**config.mk**
```make
export PLATFORM = sky130hd
export DESIGN_NAME = stopwatch_lap
export DESIGN_NICKNAME = d
export VERILOG_FILES = /design/src/rtl/stopwatch_pkg.sv /design/src/rtl/stopwatch_lap_tick_gen.sv /design/src/rtl/stopwatch_lap.sv
export SDC_FILE = /design/constraint.sdc
export NUM_CORES = 1
export LEC_CHECK = 0
export ABC_AREA = 0
export BUFFER_PORTS_ARGS = -buffer_cell sky130_fd_sc_hd__buf_2
export CORE_MARGIN = 4
export CORE_UTILIZATION = 30
export DETAILED_ROUTE_END_ITERATION = 12
export SYNTH_ARGS = -nofsm -noshare
export SYNTH_HDL_FRONTEND = slang
export SYNTH_SLANG_ARGS = --single-unit
```
**constraint.sdc**
```tcl
create_clock -name clk -period 2.8 [get_ports clk]
set_input_delay 0.56 -clock clk [delete_from_list [all_inputs] [get_ports clk]]
set_output_delay 0.56 -clock clk [all_outputs]
set_load 0.01 [all_outputs]
```
**src/rtl/stopwatch_pkg.sv**
```systemverilog
// Shared types and helpers for the stopwatch family: FSM state encoding,
// a generic time snapshot layout and field-limit helpers.
package stopwatch_pkg;

    typedef enum logic [1:0] {
        SW_IDLE  = 2'd0,
        SW_RUN   = 2'd1,
        SW_PAUSE = 2'd2
    } sw_state_t;

    // Last valid seconds value before the minute rolls over.
    localparam int unsigned SEC_MAX = 32'd59;

    // Wide time snapshot layout for consumers that handle several time bases.
    typedef struct packed {
        logic [15:0] min;
        logic [5:0]  sec;
        logic [15:0] sub;
    } sw_time_t;

    // True when a time field sits at its last value and must wrap on the next increment.
    function automatic logic is_last(input int unsigned value, input int unsigned last);
        return (value == last);
    endfunction

endpackage

```
**src/rtl/stopwatch_lap_tick_gen.sv**
```systemverilog
// Clock divider producing a one-cycle registered tick every DIV enabled cycles.
// The count holds while disabled so the tick phase survives a pause; clr
// restarts the phase from zero and suppresses any pending tick.
module tick_gen #(
    parameter int unsigned DIV = 32'd100
) (
    input  logic clk,
    input  logic rst_n,
    input  logic en,
    input  logic clr,
    output logic tick
);

    localparam int unsigned   CW   = (DIV > 32'd1) ? $clog2(DIV) : 32'd1;
    localparam logic [CW-1:0] LAST = CW'(DIV - 32'd1);

    logic [CW-1:0] count_r;
    logic          tick_r;

    // Divider count and registered tick: clear to zero, hold when disabled, wrap at DIV-1.
    always_ff @(posedge clk or negedge rst_n) begin
        if (!rst_n) begin
            count_r <= {CW{1'b0}};
            tick_r  <= 1'b0;
        end else if (clr) begin
            count_r <= {CW{1'b0}};
            tick_r  <= 1'b0;
        end else if (en) begin
            if (count_r == LAST) begin
                count_r <= {CW{1'b0}};
                tick_r  <= 1'b1;
            end else begin
                count_r <= count_r + CW'(1);
                tick_r  <= 1'b0;
            end
        end else begin
            count_r <= count_r;
            tick_r  <= 1'b0;
        end
    end

    assign tick = tick_r;

endmodule

```
**src/rtl/stopwatch_lap.sv**
```systemverilog
// Stopwatch with start/stop, lap-hold and clear. Keeps a live mm:ss:sub time
// advanced by tick_gen, an optional frozen lap snapshot, and a sticky
// overflow flag set whenever the time wraps past its maximum.
module stopwatch_lap
    import stopwatch_pkg::*;
#(
    parameter  int unsigned CLK_HZ  = 32'd50_000_000,
    parameter  int unsigned TICK_HZ = 32'd100,
    parameter  int unsigned MIN_MAX = 32'd99,
    localparam int unsigned SW      = $clog2(TICK_HZ),
    localparam int unsigned MW      = $clog2(MIN_MAX + 32'd1)
) (
    input  logic          clk,
    input  logic          rst_n,
    input  logic          start_stop,
    input  logic          lap,
    input  logic          clear,
    output logic          running,
    output logic          lap_hold,
    output logic          overflow,
    output logic [SW-1:0] disp_sub,
    output logic [5:0]    disp_sec,
    output logic [MW-1:0] disp_min
);

    localparam int unsigned DIV = CLK_HZ / TICK_HZ;

    if ((CLK_HZ % TICK_HZ) != 32'd0) begin : g_div_check
        $error("stopwatch_lap: CLK_HZ must be an exact multiple of TICK_HZ");
    end

    sw_state_t     state_r;
    sw_state_t     state_nx_s;
    logic          tick_s;

    logic [SW-1:0] sub_r;
    logic [5:0]    sec_r;
    logic [MW-1:0] min_r;
    logic          overflow_r;

    logic [SW-1:0] sub_inc_s;
    logic [5:0]    sec_inc_s;
    logic [MW-1:0] min_inc_s;
    logic          wrap_s;

    logic [SW-1:0] lap_sub_r;
    logic [5:0]    lap_sec_r;
    logic [MW-1:0] lap_min_r;
    logic          lap_hold_r;

    // Divider runs only in RUN; clear restarts its phase.
    tick_gen #(
        .DIV (DIV)
    ) u_tick_gen (
        .clk   (clk),
        .rst_n (rst_n),
        .en    (state_r == SW_RUN),
        .clr   (clear),
        .tick  (tick_s)
    );

    // FSM state register.
    always_ff @(posedge clk or negedge rst_n) begin
        if (!rst_n) begin
            state_r <= SW_IDLE;
        end else begin
            state_r <= state_nx_s;
        end
    end

    // Next state: clear dominates, then start_stop toggles run/pause.
    always_comb begin
        state_nx_s = state_r;
        if (clear) begin
            state_nx_s = SW_IDLE;
        end else if (start_stop) begin
            case (state_r)
                SW_IDLE:  state_nx_s = SW_RUN;
                SW_RUN:   state_nx_s = SW_PAUSE;
                SW_PAUSE: state_nx_s = SW_RUN;
                default:  state_nx_s = SW_IDLE;
            endcase
        end else begin
            state_nx_s = state_r;
        end
    end

    // Incremented live time with cascaded field carries and full-range wrap detection.
    always_comb begin
        sub_inc_s = sub_r;
        sec_inc_s = sec_r;
        min_inc_s = min_r;
        wrap_s    = 1'b0;
        if (is_last(32'(sub_r), TICK_HZ - 32'd1)) begin
            sub_inc_s = {SW{1'b0}};
            if (is_last(32'(sec_r), SEC_MAX)) begin
                sec_inc_s = 6'd0;
                if (is_last(32'(min_r), MIN_MAX)) begin
                    min_inc_s = {MW{1'b0}};
                    wrap_s    = 1'b1;
                end else begin
                    min_inc_s = min_r + MW'(1);
                end
            end else begin
                sec_inc_s = sec_r + 6'd1;
            end
        end else begin
            sub_inc_s = sub_r + SW'(1);
        end
    end

    // Live time and sticky overflow: clear zeroes everything, otherwise advance on tick.
    always_ff @(posedge clk or negedge rst_n) begin
        if (!rst_n) begin
            sub_r      <= {SW{1'b0}};
            sec_r      <= 6'd0;
            min_r      <= {MW{1'b0}};
            overflow_r <= 1'b0;
        end else if (clear) begin
            sub_r      <= {SW{1'b0}};
            sec_r      <= 6'd0;
            min_r      <= {MW{1'b0}};
            overflow_r <= 1'b0;
        end else if (tick_s) begin
            sub_r      <= sub_inc_s;
            sec_r      <= sec_inc_s;
            min_r      <= min_inc_s;
            overflow_r <= overflow_r | wrap_s;
        end else begin
            overflow_r <= overflow_r;
        end
    end

    // Lap snapshot: a lap pulse releases an active hold, or captures the pre-increment live time in RUN.
    always_ff @(posedge clk or negedge rst_n) begin
        if (!rst_n) begin
            lap_sub_r  <= {SW{1'b0}};
            lap_sec_r  <= 6'd0;
            lap_min_r  <= {MW{1'b0}};
            lap_hold_r <= 1'b0;
        end else if (clear) begin
            lap_sub_r  <= {SW{1'b0}};
            lap_sec_r  <= 6'd0;
            lap_min_r  <= {MW{1'b0}};
            lap_hold_r <= 1'b0;
        end else if (lap && !start_stop) begin
            if (lap_hold_r) begin
                lap_hold_r <= 1'b0;
            end else if (state_r == SW_RUN) begin
                lap_sub_r  <= sub_r;
                lap_sec_r  <= sec_r;
                lap_min_r  <= min_r;
                lap_hold_r <= 1'b1;
            end else begin
                lap_hold_r <= lap_hold_r;
            end
        end else begin
            lap_hold_r <= lap_hold_r;
        end
    end

    // Display selects the frozen lap or the live time, straight from registers.
    always_comb begin
        if (lap_hold_r) begin
            disp_sub = lap_sub_r;
            disp_sec = lap_sec_r;
            disp_min = lap_min_r;
        end else begin
            disp_sub = sub_r;
            disp_sec = sec_r;
            disp_min = min_r;
        end
    end

    assign running  = (state_r == SW_RUN);
    assign lap_hold = lap_hold_r;
    assign overflow = overflow_r;

endmodule

```
Word level (Yosys, flattened, before mapping) --
Cells that the tools add are included.
Operators by class: multiplexer cells 45, eq/ne operators 7, reduce and logical (&&, ||, !) cells 13, add/sub/neg operators 4, bitwise gates (word level) 1
Operators by type and width (number):
- 7-bit 2-to-1 mux | 18
- 19-bit 2-to-1 mux | 3
- 6-bit 2-to-1 mux | 9
- 19-bit by 1-bit adder with 19-bit output (second input constant) | 1
- 19-bit == test (second input constant) | 1
- 7-bit by 1-bit adder with 7-bit output (second input constant) | 2
- 7-bit == test (second input constant) | 2
- 1-bit 2-to-1 mux | 12
- 2-bit nonzero test | 6
- 6-bit by 1-bit adder with 6-bit output (second input constant) | 1
- 6-bit == test (second input constant) | 1
- 3-bit AND reduction | 2
- 2-bit 2-to-1 mux | 2
- 2-bit one-hot mux with 2 select lines | 1
- 2-bit by 1-bit == test with 1-bit output (second input constant) | 1
- 2-bit == test (second input constant) | 1
- 2-bit logical NOT | 1
- 2-bit != test (second input constant) | 1
- 2-bit AND reduction | 1
- 2-bit OR reduction | 1
- 1-bit logical AND | 1
- 1-bit logical NOT | 1
- 1-bit OR | 1
Word-level totals: bits in registers 64, word-level logic and storage cells 81, output and inout port bits 23, bits of input ports 5

Longest topological paths before layout --
depth in word-level cells 7, mapped depth 8, gate-level depth less buffers 6

By module --
A second synthesis with hierarchy kept.
Unflattened totals: cell total of the unflattened synthesis 350, area total of the unflattened synthesis 3305.7 µm²
By module, submodules not included:
- stopwatch_lap | cells each 237, seq. area each 1101.1 µm², area each 2222.1 µm², times used 1
- tick_gen | cells each 113, seq. area each 500.5 µm², area each 1083.5 µm², times used 1

Least setup slack after synthesis --
Ideal clock, no wire load.
path kind register to register, from register sub_r[0], to register min_r[5], stages on the path, launching flop included 8, slack 824 ps, path buffers 1, clock period less this slack 1976 ps, required time 2706 ps, data arrival time 1882 ps, library setup time 94 ps, cell sequence dfrtp_1 -> ha_1 -> nand4_2 -> or4_1 -> buf_2 -> nor3_4 -> a41oi_1 -> a211oi_1
On the way: word-level cells in the longest chain between the ends 3
RTL lines:
- start: declaration | RTL line stopwatch_lap.sv:36 | logic [SW-1:0] sub_r;
- start signal: assignment | RTL line stopwatch_lap.sv:115 | sub_r <= {SW{1'b0}};
- start signal: assignment | RTL line stopwatch_lap.sv:120 | sub_r <= {SW{1'b0}};
- start signal: assignment | RTL line stopwatch_lap.sv:125 | sub_r <= sub_inc_s;
- 7-bit == test | RTL line stopwatch_pkg.sv:23 | return (value == last);
- 2-bit nonzero test (no source line)
- 3-bit AND reduction (no source line)
- end signal: assignment | RTL line stopwatch_lap.sv:117 | min_r <= {MW{1'b0}};
- end signal: assignment | RTL line stopwatch_lap.sv:122 | min_r <= {MW{1'b0}};
- end signal: assignment | RTL line stopwatch_lap.sv:127 | min_r <= min_inc_s;
- end: declaration | RTL line stopwatch_lap.sv:38 | logic [MW-1:0] min_r;
Every way passes these cells. A chain may end at the register's enable or synchronous reset.

Worst setup path in the final report --
from register lap_hold_r, in the netlist lap_hold, to output disp_sub[1]
On the way: word-level cells in the longest chain between the ends 1
RTL lines:
- start: declaration | RTL line stopwatch_lap.sv:49 | logic lap_hold_r;
- start signal: assignment | RTL line stopwatch_lap.sv:155 | lap_hold_r <= lap_hold_r;
- start signal: assignment | RTL line stopwatch_lap.sv:158 | lap_hold_r <= lap_hold_r;
- 7-bit 2-to-1 mux | RTL line stopwatch_lap.sv:164 | if (lap_hold_r) begin
- end: declaration | RTL line stopwatch_lap.sv:21 | output logic [SW-1:0] disp_sub,
Every way passes these cells.

==> results.md <==
- Measured in cells, the most critical reg-to-reg path has a length of 6.
- Using the TritonRoute via totals, the vias-per-cell ratio works out to 5.220.
- The post-route total power is 1.892 mW.
- The residual antenna-violating net count after detailed routing is 0.
- The tightest hold path in the finished design has a slack of 0.2451 ns.
- For this block, the initial DRC count from the detailed router was 128.
- The final layout contains routed wiring with a total length of 7298 um.
- The die covers 12890 sq um.
- The remaining max-slew budget at the tightest pin is 46.61%.
- The standard-cell row count is 38.
- The synthesized netlist contains 44 unique library cells.
- In the routed design, unresolved DRC markers number 0.
- The total setup buffers inserted after CTS is 0.
- The total count of max-transition violations in the final report is 0.
- The detailed-placement wirelength estimate is 4941 um.
- No sink is reached through more buffers than the 2 on the longest clock path.
- The maximum number of pins on one net before global-route repair is 39.
- The areal power density over the cells is 490.4 nW/um^2.
- Setup repair after global routing left no endpoint under its margin.
- The delay of the slowest cell on the worst path is 0.56 ns.
- CTS placed an instance of sky130_fd_sc_hd__clkbuf_8 at the clock tree root.
- The clock-pin slew on the worst setup and hold paths is 0.07 ns.
- For this design the static power due to leakage is 1.831 nW.
- The detailed-routing iteration count for the pre-antenna-repair pass is 4.
- The worst-path maximum fanout is 16.
- After clock tree synthesis, the flow added hold-fix buffers numbering 0.
- In the synthesized netlist, the number of instances is 333.
- The startpoint class of the critical path is a flop.
- The number of hold-slack violations in the final timing report came to 0.
- The share of synthesized registers carrying an async set or reset is 100.0%.
- The tool flagged a number of max-cap violations equal to 0.
- The fraction of final layout cells sized beyond drive strength 1 is 21.43%.
- 0 antenna diodes ended up in the layout.
- The final RePlAce weighted congestion is 0.8156.
- The cell type group with the largest total delay on the critical path is flip-flops.
- The initial antenna violation count is 0.
- The H-tree depth reported by CTS is 3.
- The mean instance size in the synthesized netlist is 10.04 sq um.
- The synthesized netlist devotes 23.66% of its cell area to simple gates.
- The worst setup path is captured at an output pin.
- Counting the fill cells in the layout gives 1084.
- The floorplan die height is 113.5 um.
- The number of gates given a new drive strength after cts is 0.
- For this run, the total global-route usage over all layers was measured as 11.78%.
- The boundary pin count is 28.
- Input and output buffers added on the ports amount to 27.
- The maximum clock skew at final layout is 0.01176 ns.
- VDD sags by at most 0.2488 mV.
- At the pin with the least slew margin, the transition time is 0.7947 ns.
- Summing the areas of all xor and xnor instances in the mapped netlist gives 2.621% of the synthesized area.
- The initial standard-cell utilization of the core is 30.69%.
- Traced cell by cell, the critical path runs through buf_4 -> mux2_2 -> buf_2.
- Based on the critical path, the design can be clocked at up to 430.6 MHz.
- The commonest register cell after synthesis is sky130_fd_sc_hd__dfrtp_1.
- The multiplexer fraction of the synthesized cell area is 9.472%.
- The logic depth of the worst path, buffers included is 3.
- After Yosys synthesis, full adders, half adders and majority gates account for 1.498% of the synthesized area.
- Clock tree synthesis found a total of 64 sinks.
- The die boundary width is 113.5 um.
- In this run, synthesis inferred 0 flip-flops with an integrated enable.
- The clock period could shrink to 2.322 ns.
- The via count of the first global-routing pass is 2561.
- Adding up every negative setup slack in the final design gives 0 ns.
- Among all stages on the critical path, the largest delay is contributed by sky130_fd_sc_hd__dfrtp_1.
- Summing the areas of all compound-gate instances in the mapped netlist gives 11.57% of the synthesized area.
- Clock tree synthesis inserted a total of 9 buffers.
- The area growth from synthesis to layout is 15.46%.
- The final-stage net count is 368.
- The total overflow left after global routing is 0.
- The required time at the endpoint of the critical path is 2.24 ns.
- When the netlist entered floorplanning its net count stood at 342.
- The detailed router placed 2631 vias in this run.
- In the post-route analysis, the smallest setup slack over all paths is 0.4776 ns.
- By area, the combinational part of the netlist is dominated by simple AND/OR/NAND/NOR gates.
- The number of setup violations in the final report is 0.
- Yosys printed 0 warnings.
- The buffers plus inverters on the worst setup path is 2.
- In the final routed layout, each cell accounts on average for 14.48 um.
- The ratio of final minimum period to clock period is 82.94%.
- The worst setup slack before clock tree synthesis is 0.5559 ns.
- Sequential elements use 47.92% of the synthesized area.
- TritonCTS built the clock tree.
- The number of storage elements in the synthesis netlist is 64.
- The critical path in this run is classified as flop to output pin.
- Data arrives at the worst endpoint at 1.76 ns.
- The run finished with clean final reports.
- The tightest min-delay check is of the primary input to asynchronous set/reset pin type.
- At the end of the flow the core is filled with cells to 35.44%.
- The later pin in the worst-skew pair is clocked with a latency of 0.33 ns.
- The global-route wire length before repair is 12380 um.
- The combined area of all synthesized cells is 3342 sq um.
- The area of the core is 10890 sq um.
-- placed cells by master, fill, tap and decap left out, types with 3 or more instances in the layout --
cell                       count
sky130_fd_sc_hd__a21oi_1      15
sky130_fd_sc_hd__a221o_1       3
sky130_fd_sc_hd__nand3b_1      3
sky130_fd_sc_hd__buf_4         9
sky130_fd_sc_hd__inv_1         4
sky130_fd_sc_hd__nor4_1        4
sky130_fd_sc_hd__mux2_2       21
sky130_fd_sc_hd__a22o_1       18
sky130_fd_sc_hd__xor2_1        8
sky130_fd_sc_hd__dfrtp_1      64
sky130_fd_sc_hd__or4_1         4
sky130_fd_sc_hd__nand3_1      24
sky130_fd_sc_hd__nor2b_1       3
sky130_fd_sc_hd__nor3_1       10
sky130_fd_sc_hd__or3_1         9
sky130_fd_sc_hd__mux2i_1       8
sky130_fd_sc_hd__and3_1       10
sky130_fd_sc_hd__clkbuf_8      9
sky130_fd_sc_hd__nor2_1       26
sky130_fd_sc_hd__nand4_1       7
sky130_fd_sc_hd__nand2b_1      5
sky130_fd_sc_hd__ha_1          4
sky130_fd_sc_hd__nand2_1      34
sky130_fd_sc_hd__buf_2        27
sky130_fd_sc_hd__o21ai_0       3
-- metrics by stage --
stage | instance area [sq um] | instances
after floorplan | 3342 | 333
after global placement | 3646 | 488
after detailed placement | 3646 | 488
after CTS | 3859 | 504
after global routing | 3859 | 504
final | 3859 | 504
-- cells in the mapped netlist, types with 4 or more instances --
library cell / n / share of area (%)
sky130_fd_sc_hd__nor2_1: 26 / 2.9
sky130_fd_sc_hd__nand4_1: 7 / 1.3
sky130_fd_sc_hd__a22o_1: 18 / 4.7
sky130_fd_sc_hd__inv_1: 4 / 0.45
sky130_fd_sc_hd__ha_1: 4 / 1.5
sky130_fd_sc_hd__a21oi_1: 15 / 2.2
sky130_fd_sc_hd__nor3_1: 10 / 1.5
sky130_fd_sc_hd__dfrtp_1: 64 / 48
sky130_fd_sc_hd__xor2_1: 8 / 2.1
sky130_fd_sc_hd__mux2i_1: 8 / 2.4
sky130_fd_sc_hd__nand2_1: 34 / 3.8
sky130_fd_sc_hd__or4_1: 4 / 0.90
sky130_fd_sc_hd__buf_2: 6 / 0.90
sky130_fd_sc_hd__or3_1: 9 / 1.7
sky130_fd_sc_hd__and3_1: 10 / 1.9
sky130_fd_sc_hd__nand2b_1: 5 / 0.94
sky130_fd_sc_hd__nor4_1: 4 / 0.75
sky130_fd_sc_hd__clkbuf_1: 12 / 1.3
sky130_fd_sc_hd__mux2_2: 21 / 7.1
sky130_fd_sc_hd__nand3_1: 24 / 3.6
-- worst register-to-register path, stage by stage (launching register included) --
cell	delay (ns)
sky130_fd_sc_hd__dfrtp_1	0.41
sky130_fd_sc_hd__ha_1	0.25
sky130_fd_sc_hd__nand4_2	0.15
sky130_fd_sc_hd__or4_1	0.59
sky130_fd_sc_hd__nor3_4	0.36
sky130_fd_sc_hd__a41oi_1	0.17
sky130_fd_sc_hd__a211oi_1	0.22
-- logic make-up (layout without fill, tap and decap cells) --
family                   count (synthesis)  after routing
AND/OR/NAND/NOR                        148            148
adder cells (fa/ha/maj)                  4              4
flip-flops                              64             64
buffers and inverters                   26             57
AO/OA/AOI/OAI                           52             52
multiplexers                            29             29
XOR/XNOR                                10             10
-- registers in the layout, indices dropped and copies added, names as in the netlist --
signal / flops
lap_min_r: 7
state_r: 2
sub_r: 7
lap_sec_r: 6
min_r: 7
sec_r: 6
u_tick_gen.tick: 1
u_tick_gen.count_r: 19
lap_hold: 1
overflow: 1
lap_sub_r: 7
-- area by class of cell --
| cell class | count | area (sq um) | area share, % |
|---|---|---|---|
| inverter | 4 | 15.01 | 0.3891 |
| sequential | 64 | 1602 | 41.50 |
| clock buffer | 11 | 131.4 | 3.405 |
| tap | 140 | 175.2 | 4.540 |
| timing repair buffer | 37 | 222.7 | 5.772 |
| multi-input combinational | 243 | 1632 | 42.28 |
| clock inverter | 5 | 81.33 | 2.108 |
-- final timing paths --
kind                                    from                endpoint  slack [ns]
worst max-delay path                lap_hold             disp_sub[1]        0.48
worst min-delay path                   rst_n  u_tick_gen.count_r[11]        0.25
worst max register to register      sub_r[1]                min_r[5]        0.55
worst min register to register  lap_sub_r[4]            lap_sub_r[4]        0.50
max in group asynchronous              rst_n   u_tick_gen.count_r[8]        1.93
min in group clk                lap_sub_r[4]            lap_sub_r[4]        0.50
-- power by group --
part | total, mW | switching (mW) | internal [mW] | leakage (nW)
sequential | 0.934 | 0.00522 | 0.929 | 0.892
clock | 0.859 | 0.357 | 0.502 | 0.104
combinational | 0.0984 | 0.0693 | 0.0291 | 0.836
total | 1.89 | 0.432 | 1.46 | 1.83
-- routing by layer --
metal | share of wire (%) | vias to the layer above | track usage [%]
met5 | 0 | - | 0
met4 | 1.4 | 0 | 4.407
met3 | 3.4 | 9 | 1.910
met2 | 46 | 48 | 17.71
met1 | 50 | 1301 | 17.06
li1 | - | 1273 | -
(Power assumes the default switching activity.)
